## config.mk

```make
export PLATFORM = sky130hd
export DESIGN_NAME = alu_test_sequencer
export DESIGN_NICKNAME = d
export VERILOG_FILES = /design/src/rtl/alu_test_sequencer.sv
export SDC_FILE = /design/constraint.sdc
export NUM_CORES = 1
export LEC_CHECK = 0
export ABC_AREA = 1
export CORE_UTILIZATION = 50
export DETAILED_ROUTE_END_ITERATION = 6
export PLACE_DENSITY = 0.81
export SYNTH_ARGS = -nofsm -noshare
export SYNTH_HDL_FRONTEND = slang
export SYNTH_SLANG_ARGS = --single-unit
```

## constraint.sdc

```tcl
create_clock -name clk -period 2.2 [get_ports clk]
set_input_delay 0.44 -clock clk [delete_from_list [all_inputs] [get_ports clk]]
set_output_delay 0.44 -clock clk [all_outputs]
set_load 0.01 [all_outputs]
```

## src/rtl/alu_test_sequencer.sv

```systemverilog
// Steps the board ALU through a ROM of test vectors and tallies pass/fail.
// Optional: define ALU_SEQ_STOP_ON_FAIL_EN to halt on the first mismatch.
module alu_test_sequencer #(
  parameter int NUM_VECTORS   = 32,
  parameter int SETTLE_CYCLES = 4,
  parameter int AUTO_DELAY    = 25000000
) (
  input  logic        clk,
  input  logic        rst,
  input  logic        start,
  input  logic        step,
  input  logic        auto_mode,
  output logic [7:0]  vec_addr,
  input  logic [53:0] vec_data,
  output logic [15:0] alu_a,
  output logic [15:0] alu_b,
  output logic [5:0]  alu_fn,
  input  logic [15:0] alu_out,
  output logic        busy,
  output logic        done,
  output logic [7:0]  cur_index,
  output logic [8:0]  pass_count,
  output logic [8:0]  fail_count,
  output logic        last_fail
);

  localparam int SW = $clog2(SETTLE_CYCLES + 1);
  localparam int DW = $clog2(AUTO_DELAY + 1);

  localparam logic [7:0]    LAST  = 8'(NUM_VECTORS - 1);
  localparam logic [SW-1:0] S_END = SW'(SETTLE_CYCLES - 1);
  localparam logic [DW-1:0] D_END = DW'(AUTO_DELAY - 1);

  typedef enum logic [2:0] {
    IDLE,
    FETCH,
    LOAD,
    SETTLE,
    CHECK,
    WAIT,
    DONE
  } state_t;

  state_t        state;
  logic [7:0]    index;
  logic [SW-1:0] settle_cnt;
  logic [DW-1:0] dly_cnt;
  logic [15:0]   expected;
  logic          mismatch;
  logic          last_vec;

  assign vec_addr = index;
  assign busy     = (state != IDLE) && (state != DONE);
  assign done     = (state == DONE);
  assign mismatch = (alu_out != expected);
  assign last_vec = (index == LAST);

  always_ff @(posedge clk) begin
    if (rst) begin
      state      <= IDLE;
      index      <= '0;
      settle_cnt <= '0;
      dly_cnt    <= '0;
      expected   <= '0;
      alu_a      <= '0;
      alu_b      <= '0;
      alu_fn     <= '0;
      cur_index  <= '0;
      pass_count <= '0;
      fail_count <= '0;
      last_fail  <= 1'b0;
    end else begin
      unique case (state)
        IDLE, DONE: begin
          if (start) begin
            index      <= '0;
            pass_count <= '0;
            fail_count <= '0;
            settle_cnt <= '0;
            dly_cnt    <= '0;
            state      <= FETCH;
          end
        end
        FETCH: state <= LOAD;
        LOAD: begin
          alu_a      <= vec_data[53:38];
          alu_b      <= vec_data[37:22];
          alu_fn     <= vec_data[21:16];
          expected   <= vec_data[15:0];
          cur_index  <= index;
          settle_cnt <= '0;
          state      <= SETTLE;
        end
        SETTLE: begin
          if (settle_cnt == S_END)
            state <= CHECK;
          else
            settle_cnt <= settle_cnt + SW'(1);
        end
        CHECK: begin
          last_fail <= mismatch;
          if (mismatch)
            fail_count <= fail_count + 9'd1;
          else
            pass_count <= pass_count + 9'd1;
`ifdef ALU_SEQ_STOP_ON_FAIL_EN
          if (last_vec || mismatch) begin
`else
          if (last_vec) begin
`endif
            state <= DONE;
          end else begin
            dly_cnt <= '0;
            state   <= WAIT;
          end
        end
        WAIT: begin
          // mode is re-read each cycle; manual mode freezes the delay count
          if (auto_mode) begin
            if (dly_cnt == D_END) begin
              index <= index + 8'd1;
              state <= FETCH;
            end else begin
              dly_cnt <= dly_cnt + DW'(1);
            end
          end else if (step) begin
            index <= index + 8'd1;
            state <= FETCH;
          end
        end
        default: state <= IDLE;
      endcase
    end
  end

endmodule
```

* Yosys cells after proc, flatten, opt, wreduce, memory -nomap -nowiden
Cells that the tools add are included.
Storage, ports and cells: register bits after elaboration 120, input port bits 75, output and inout port bits 75
Operators by class: add/subtract/negate cells 5, equality and inequality tests 21, mux-type cells 25, reductions and logical operators 14
Operators by type and width (number):
- two-way mux 25 bit | 4
- one-hot mux 25 bit (3 select lines) | 1
- one-hot mux 9 bit (2 select lines) | 2
- two-way mux 8 bit | 4
- two-way mux 9 bit | 3
- adder 25 x 1 -> 25 bit (second input constant) | 1
- equality test 25 bit (second input constant) | 1
- two-way mux 3 bit | 7
- adder 9 x 1 -> 9 bit (second input constant) | 2
- one-hot mux 3 bit (6 select lines) | 1
- inequality test 16 bit | 1
- inequality test 2 bit (second input constant) | 8
- one-hot mux 8 bit (2 select lines) | 1
- equality test 3 x 2 -> 1 bit (second input constant) | 3
- equality test 3 bit (second input constant) | 3
- inequality test 3 bit (second input constant) | 3
- one-hot mux 3 bit (3 select lines) | 1
- AND reduction 3 bit | 3
- nonzero test 3 bit | 3
- adder 8 x 1 -> 8 bit (second input constant) | 1
- equality test 8 x 5 -> 1 bit (second input constant) | 1
- AND reduction 4 bit | 2
- AND reduction 5 bit | 1
- nonzero test 2 bit | 2
- 6 further kinds | 6

* Longest topological paths before layout
Gate-level depths: netlist of the first run.
word-level depth 4, mapped depth 13

* Worst setup path after synthesis of the first run
OpenSTA, ideal clock, no wires.
path type reg-to-reg, start reg index[0] (netlist: vec_addr[0]), end reg dly_cnt[0], arrival time 1661 ps, data required time 2087 ps, slack 425 ps, stages on the path, launching flop included 14, buffers on the path 1, period minus slack after synthesis 1775 ps, cells stage by stage dfxtp_1 ha_1 nand2_1 inv_1 nand2_1 nor2_1 nand3_2 nand2_2 nor2_8 nand2_4 inv_4 buf_8 nor2_1 nor2_1
Between the ends: word-level cells in the longest chain between the ends 3
RTL lines:
- start: declaration | line 45 | logic [7:0] index;
- start signal: assignment | line 121 | index <= index + 8'd1;
- start signal: assignment | line 127 | index <= index + 8'd1;
- equality test 8 x 5 -> 1 bit | line 56 | assign last_vec = (index == LAST);
- inequality test 2 bit (no line)
- AND reduction 5 bit (no line)
- end signal: assignment | line 124 | dly_cnt <= dly_cnt + DW'(1);
- end: declaration | line 47 | logic [DW-1:0] dly_cnt;
Every way passes these cells. A chain may end at the register's enable or synchronous reset.

* Final worst setup path of the first run
start reg state[2], end out busy
Between the ends: word-level cells in the longest chain between the ends 2, elaborated cells on any way between the ends 3
RTL lines:
- start: declaration | line 44 | state_t state;
- start signal: assignment | line 60 | state <= IDLE;
- start signal: assignment | line 81 | state <= FETCH;
- start signal: assignment | line 84 | FETCH: state <= LOAD;
- inequality test 3 bit / nonzero test 3 bit (equally long branches) | line 53 | assign busy = (state != IDLE) && (state != DONE);
- logical AND 1 bit * | line 53
- end: declaration | line 19 | output logic busy,
Every way passes the cells marked *; elsewhere a longest branch is shown, timed or not.

==> impl_metrics.csv, run 1 <==
group,metric,value,unit
run_status,run_status,"complete, no violations",
synthesis,syn_area_per_cell,6.610,um^2
timing,finalClockSkew,8.822,ps
cts,tritoncts,"built",
detailed_routing,wirelength,16520,um
timing,post-route-period-util,0.9534,
cts,post_cts.repair.setup_buffers,0,
synthesis,post_synth_inst_count,936,
power,pwr-share-comb,0.398,
power,total_switching_power,3.686,mW
detailed_routing,drt_drc_violations_left,0,
power,vdd_drop_max,0.0006022,V
timing,timing.final.max_slew_violations,0,
detailed_routing,detailedRoute.firstPassIterationCount,4,
synthesis,synth_cell_type_count,40,
timing,final.min_clock_period,2098,ps
hold_path,min_from,"cur_index[2]",
placed_design,gp_routability_congestion,0.8585,
placed_design,detailed_place.area,7869,um^2
placed_design,place.detailed.hpwl,11110,um
cts,worst_setup_hold_path_clk_slew,60,ps
timing,post-route-worst-setup-slack,102.5,ps
cts,cts-htree-levels,4,
detailed_routing,initialDrtViolationCount,496,
cts,postCtsResizedCells,1,
detailed_routing,via_count,6480,
critical_path,critical-path-slowest-cell,"clkdlybuf4s50_1",
critical_path,crit_path_start_kind,"flop",
global_route,grt_use_total,0.2610,
timing,finalSetupViolCount,0,
global_route,grt_start_max_net_pins,76,
synthesis,yosys_warnings,0,
global_route,globalRoute.totalOverflow,0,
detailed_routing,route.antenna.remaining_nets,0,
finish,nNetsFinal,1163,
synthesis,ys_seq_elements,120,
job,timing.max_cap.violations,0,
cts,cts-hold-fix-buffers,0,
synthesis,yosys.cell_count.top_type,"nand2_1",
synthesis,synth_top_cells_by_area,"dfxtp_1 39%, nand2_1 15%, a21oi_1 9.0%",
critical_path,cp_max_fo,5,
critical_path,crit_type,"reg -> out",
floorplan,die_height,113.2,um
floorplan,std_cell_rows,40,
synthesis,synth_top_area_frac,0.3883,
timing,hold_violations,0,
power,clock_power_share,0.295,
synthesis,synth_fp_nets,1017,
cts,cts_max_path_buffers,2,
power,power.static_leakage,3.350,nW
power,pwr-share-seq,0.307,
global_route,via_count_of_the_first_global_routing_pass,5894,
critical_path,required,1760,ps
synthesis,synth_sequential_area_ratio,0.3883,
floorplan,die_width,113.2,um
finish,design_area,8483,um^2
synthesis,synth-edff-count,0,
power,fraction_of_power_spent_switching_nets,0.3776,
critical_path,crit_buf_inv,2,
floorplan,initial_utilization,0.5130,
cts,cts-buffers-inserted,17,
placed_design,pre_cts_slack,74.05,ps
floorplan,core_area,12060,um^2
critical_path,timing.critical_path.max_delay_family,"buffers and inverters",
synthesis,yosysTopAreaCell,"dfxtp_1",
timing,grt_setup_unrepaired,"no",
timing,max_slew.worst_pin.slew,459.3,ps
finish,area_delta_synth_final,37.11,%
critical_path,worst-endpoint-arrival,1660,ps
cts,cts_root_buffer,"clkbuf_16",
cts,insertion_delay,410,ps
finish,layout-drive-gt1-share,0.07945,
finish,antennaDiodeCount,0,
critical_path,timing.critical_path.to_type,"primary output",
critical_path,cpPeakStageDelay,560,ps
hold_path,worst_hold_path_type,"reg -> reg",
synthesis,synth_flop_cell,"dfxtp_1",
detailed_routing,vias_per_cell,5.131,
critical_path,timing.critical_path.from,"state[2]",
floorplan,die-area,12820,um^2
timing,timing_limited_maximum_frequency,0.4767,GHz
synthesis,synth_common_cells,"243 x nand2_1, 120 x dfxtp_1, 111 x a21oi_1",
power,internal_power_consumption,6.077,mW
global_route,grt_pass1_wl,26940,um
critical_path,rr_startpoint,"state[0]",
placed_design,port_buffer_count,149,
critical_path,crit_path_cell_trace,"inv_2 > nand2_2 > nand3_4 > clkdlybuf4s50_1",
global_route,antenna_found_initial,0,
power,p_per_area,1151,nW/um^2
timing,max-slew-margin-rel,0.6938,
floorplan,top_level_ports,150,
timing,finalSetupTns,0,ps
synthesis,synthesis.area,6187,um^2
cts,clock_sink_count,120,
detailed_routing,wl_per_cell,13.08,um
synthesis,asyncSetResetFlopFracSynth,0,
-- logic make-up after synthesis --
kind of cell | synth area share
AND/OR/NAND/NOR | 0.3616
AO/OA/AOI/OAI | 0.1294
buffers and inverters | 0.09444
flip-flops | 0.3883
XOR/XNOR | 0.01416
adder cells (fa/ha/maj) | 0.01213
-- registers in the layout (all words and copies together) (netlist names) --
signal / cells
settle_cnt: 3
expected: 16
alu_fn: 6
dly_cnt: 25
fail_count: 9
cur_index: 8
last_fail: 1
pass_count: 9
vec_addr: 8
alu_b: 16
state: 3
alu_a: 16
-- area by class of cell --
type                            instances  area, um^2
Inverter                               99       379.1
Timing Repair Buffer                  169        1674
Clock inverter                         12       176.4
Fill cell                            1033        3578
Clock buffer                           20       436.7
Multi-Input combinational cell        675        3203
Tap cell                              168       210.2
Sequential cell                       120        2404
-- placed cells by master (no fill, tap or decap), drive strengths merged, types with 16 or more instances in the layout --
cell	count
o21ai	32
clkbuf	20
nor2	104
dfxtp	120
nor3	16
nand2	255
a21oi	114
inv	98
nand3	105
clkdlybuf4s50	148
buf	21
-- tightest hold or removal path, cell delays in order (launching register included) --
cell and delay [ps]:
dfxtp_1 300, nand2_1 60, a21oi_1 50
-- stage by stage --
step | hold slack, ps | utilization | power [mW] | instances
5_1_grt | 476.5 | 0.7033 | 10.43 | 1263
3_5_place_dp | 453.0 | 0.6524 | 6.892 | 1231
6_report | 456.0 | 0.7033 | 9.763 | 1263
4_1_cts | 459.9 | 0.7033 | 9.814 | 1263
3_3_place_gp | 447.5 | 0.6524 | 6.841 | 1231
2_1_floorplan | 435.9 | - | 5.631 | 936
-- power by group through the flow --
stage | Sequential, mW | Clock [mW] | Combinational, mW
after floorplan | 3.05 | 0 | 2.58
final | 3.00 | 2.88 | 3.89
after global placement | 3.01 | 0 | 3.83
after CTS | 2.99 | 2.92 | 3.90
after detailed placement | 3.02 | 0 | 3.87
after global routing | 3.05 | 3.05 | 4.33
-- worst paths after layout --
check             slack (ps)  cells past startpoint             to
setup / recovery         100                      4           busy
hold / removal           460                      2   cur_index[2]
setup reg to reg         190                      9  fail_count[7]
hold reg to reg          460                      2   cur_index[2]
-- per-layer routing --
| metal | vias to the layer above | track usage | share of wire |
|---|---|---|---|
| met2 | 203 | 0.4438 | 0.48 |
| met4 | 0 | 0.1009 | 0.012 |
| met3 | 15 | 0.06535 | 0.066 |
| met1 | 2951 | 0.3170 | 0.45 |
| met5 | - | 0 | 0 |
| li1 | 3311 | - | - |
(Power assumes the default switching activity.)
==> inputs of run 2 (changes only) <==
Clock period 2.2 ns to 2.6 ns, I/O delays scaled along.
==> run 2 against run 1 <==
Clock power is 18% lower. Sequential power is 15% lower. Core utilization is 0.98 points lower. Die area stayed put. Register-to-register slack better by 240 ps. Sequential share of layout area is 0.38 points higher. Critical path type unchanged. Largest cell class unchanged. Largest power group unchanged. Highest routed layer unchanged.
==> impl_metrics.csv, run 2 (same netlist as run 1, synthesis figures left out) <==
group,metric,value,unit
cts,tritoncts,"built",
timing,finalClockSkew,9.307,ps
critical_path,timing.critical_path.to_type,"primary output",
detailed_routing,initialDrtViolationCount,435,
global_route,antenna_found_initial,0,
cts,cts-buffers-inserted,17,
placed_design,dp_cells,1222,
detailed_routing,wirelength,15960,um
critical_path,crit_path_start_kind,"flop",
cts,post_cts.repair.setup_buffers,0,
cts,postCtsResizedCells,0,
power,p_per_area,956.5,nW/um^2
timing,final.min_clock_period,2229,ps
detailed_routing,vias_per_cell,5.116,
timing,timing.final.max_slew_violations,0,
critical_path,cpPeakStageDelay,550,ps
finish,nNetsFinal,1154,
run_status,run_status,"complete, no violations",
power,pwr-share-comb,0.389,
power,vdd_drop_max,0.0005636,V
critical_path,worst_setup_path_endpoint,"busy",
cts,cts_max_path_buffers,2,
floorplan,initial_utilization,0.5130,
floorplan,die_width,113.2,um
critical_path,critical-path-slowest-cell,"clkdlybuf4s50_1",
placed_design,gp_routability_congestion,0.9372,
detailed_routing,drt_drc_violations_left,0,
timing,finalSetupTns,0,ps
timing,grt_setup_unrepaired,"no",
placed_design,port_buffer_count,149,
cts,clock_sink_count,120,
power,internal_power_consumption,4.909,mW
global_route,grt_start_max_net_pins,76,
power,fraction_of_power_spent_switching_nets,0.3865,
critical_path,worst-endpoint-arrival,1710,ps
cts,worst_setup_hold_path_clk_slew,50,ps
finish,antennaDiodeCount,0,
detailed_routing,via_count,6416,
cts,cts-htree-levels,4,
detailed_routing,route.antenna.remaining_nets,0,
critical_path,required,2080,ps
floorplan,std_cell_rows,40,
finish,layout_common_cells,"242 x nand2_1, 148 x clkdlybuf4s50_1, 120 x dfxtp_1",
finish,instances_no_fill,1254,
timing,hold_violations,0,
timing,max-slew-margin-rel,0.4401,
cts,cts-hold-fix-buffers,0,
finish,layout-drive-gt1-share,0.07274,
critical_path,cp_max_fo,5,
power,pwr-share-seq,0.318,
critical_path,rr_startpoint,"vec_addr[0]",
timing,max_slew.worst_pin.slew,839.8,ps
detailed_routing,detailedRoute.firstPassIterationCount,5,
critical_path,crit_path_cell_trace,"inv_4 > nand3_4 > clkdlybuf4s50_1",
critical_path,timing.critical_path.max_delay_family,"buffers and inverters",
global_route,via_count_of_the_first_global_routing_pass,5864,
finish,largest_register_ffs,25,
hold_path,worst_hold_path_type,"reg -> reg",
finish,fillCellCount,1026,
finish,ff_latch_area,2402,um^2
power,clock_power_share,0.293,
critical_path,worst-r2r-cell-count,13,
global_route,grt_use_total,0.2607,
power,power.static_leakage,3.284,nW
critical_path,crit_type,"reg -> out",
floorplan,die_height,113.2,um
detailed_routing,wl_per_cell,12.73,um
critical_path,reg2reg_slack,430,ps
timing,finalSetupViolCount,0,
critical_path,r2r-end,"dly_cnt[15]",
finish,multi_input_comb_area,3203,um^2
timing,timing_limited_maximum_frequency,0.4486,GHz
critical_path,crit_buf_inv,2,
finish,largest-register,"dly_cnt",
floorplan,core_area,12060,um^2
global_route,globalRoute.totalOverflow,0,
global_route,grt_pass1_wl,26770,um
critical_path,timing.critical_path.from,"state[0]",
power,total_switching_power,3.093,mW
timing,post-route-period-util,0.8574,
floorplan,die-area,12820,um^2
floorplan,top_level_ports,150,
finish,leading_cell_type_in_the_layout_fill_and_taps_excluded,"nand2_1",
cts,insertion_delay,420,ps
cts,cts_root_buffer,"clkbuf_16",
placed_design,place.detailed.hpwl,10620,um
critical_path,critical_path_depth,3,
job,timing.max_cap.violations,0,
finish,area_delta_synth_final,35.21,%
run 2: metrics by stage:
stage	total power [mW]	hold slack (ps)	utilization	setup WS, ps	area (um^2)
after floorplan	4.765	435.9	-	825.3	6187
after global placement	5.608	447.5	0.6437	318.4	7764
after detailed placement	5.663	452.3	0.6437	298.4	7764
after CTS	8.046	459.6	0.6936	360.7	8366
after global routing	8.573	471.6	0.6936	251.8	8366
final	8.001	458.3	0.6936	370.7	8366
run 2: power by group through the flow:
stage	logic (mW)	clock network [mW]	registers, mW
after floorplan	2.18	0	2.58
after global placement	3.05	0	2.56
after detailed placement	3.09	0	2.57
after CTS	3.13	2.38	2.54
after global routing	3.51	2.47	2.59
final	3.11	2.35	2.54
run 2: worst min-delay path by stage:
stage                        startpoint       endpoint  slack, ps  cells past startpoint
after global placement        alu_fn[5]      alu_fn[5]        450                      2
final                         alu_fn[5]      alu_fn[5]        460                      2
after detailed placement      alu_fn[5]      alu_fn[5]        450                      2
after global routing          alu_fn[5]      alu_fn[5]        470                      2
after CTS                     alu_a[15]      alu_a[15]        460                      2
after floorplan           settle_cnt[2]  settle_cnt[2]        440                      2
run 2: worst reg2reg max path, cell delays in order (launching register included):
cell and delay [ps]:
dfxtp_1 450, ha_1 220, nand2_1 60, inv_1 70, nand2_1 60, nor2_1 220, nand3_2 150, nand2_2 140
nor2_8 70, nand2_4 260, inv_4 160, nand2_1 90, nand2_1 50, nor2_1 100
run 2: layout make-up:
cell class,instances,area share
tap,168,0.02513
sequential,120,0.2872
multi-input combinational,675,0.3829
timing repair buffer,160,0.1876
clock buffer,22,0.05788
inverter,99,0.04532
clock inverter,10,0.01406
run 2: metal layers:
metal	up-vias	part of all wire	global-route usage
li1	3307	-	-
met1	2888	0.45	0.3222
met2	196	0.46	0.4323
met3	25	0.073	0.06856
met4	0	0.019	0.1044
met5	-	0	0
==> inputs of run 3 (changes only) <==
Settings changed: SKIP_LAST_GASP set to 1, SLEW_MARGIN set to 15.
==> results of run 3 <==
The final DEF is identical to that of run 2; final timing and power are the same.
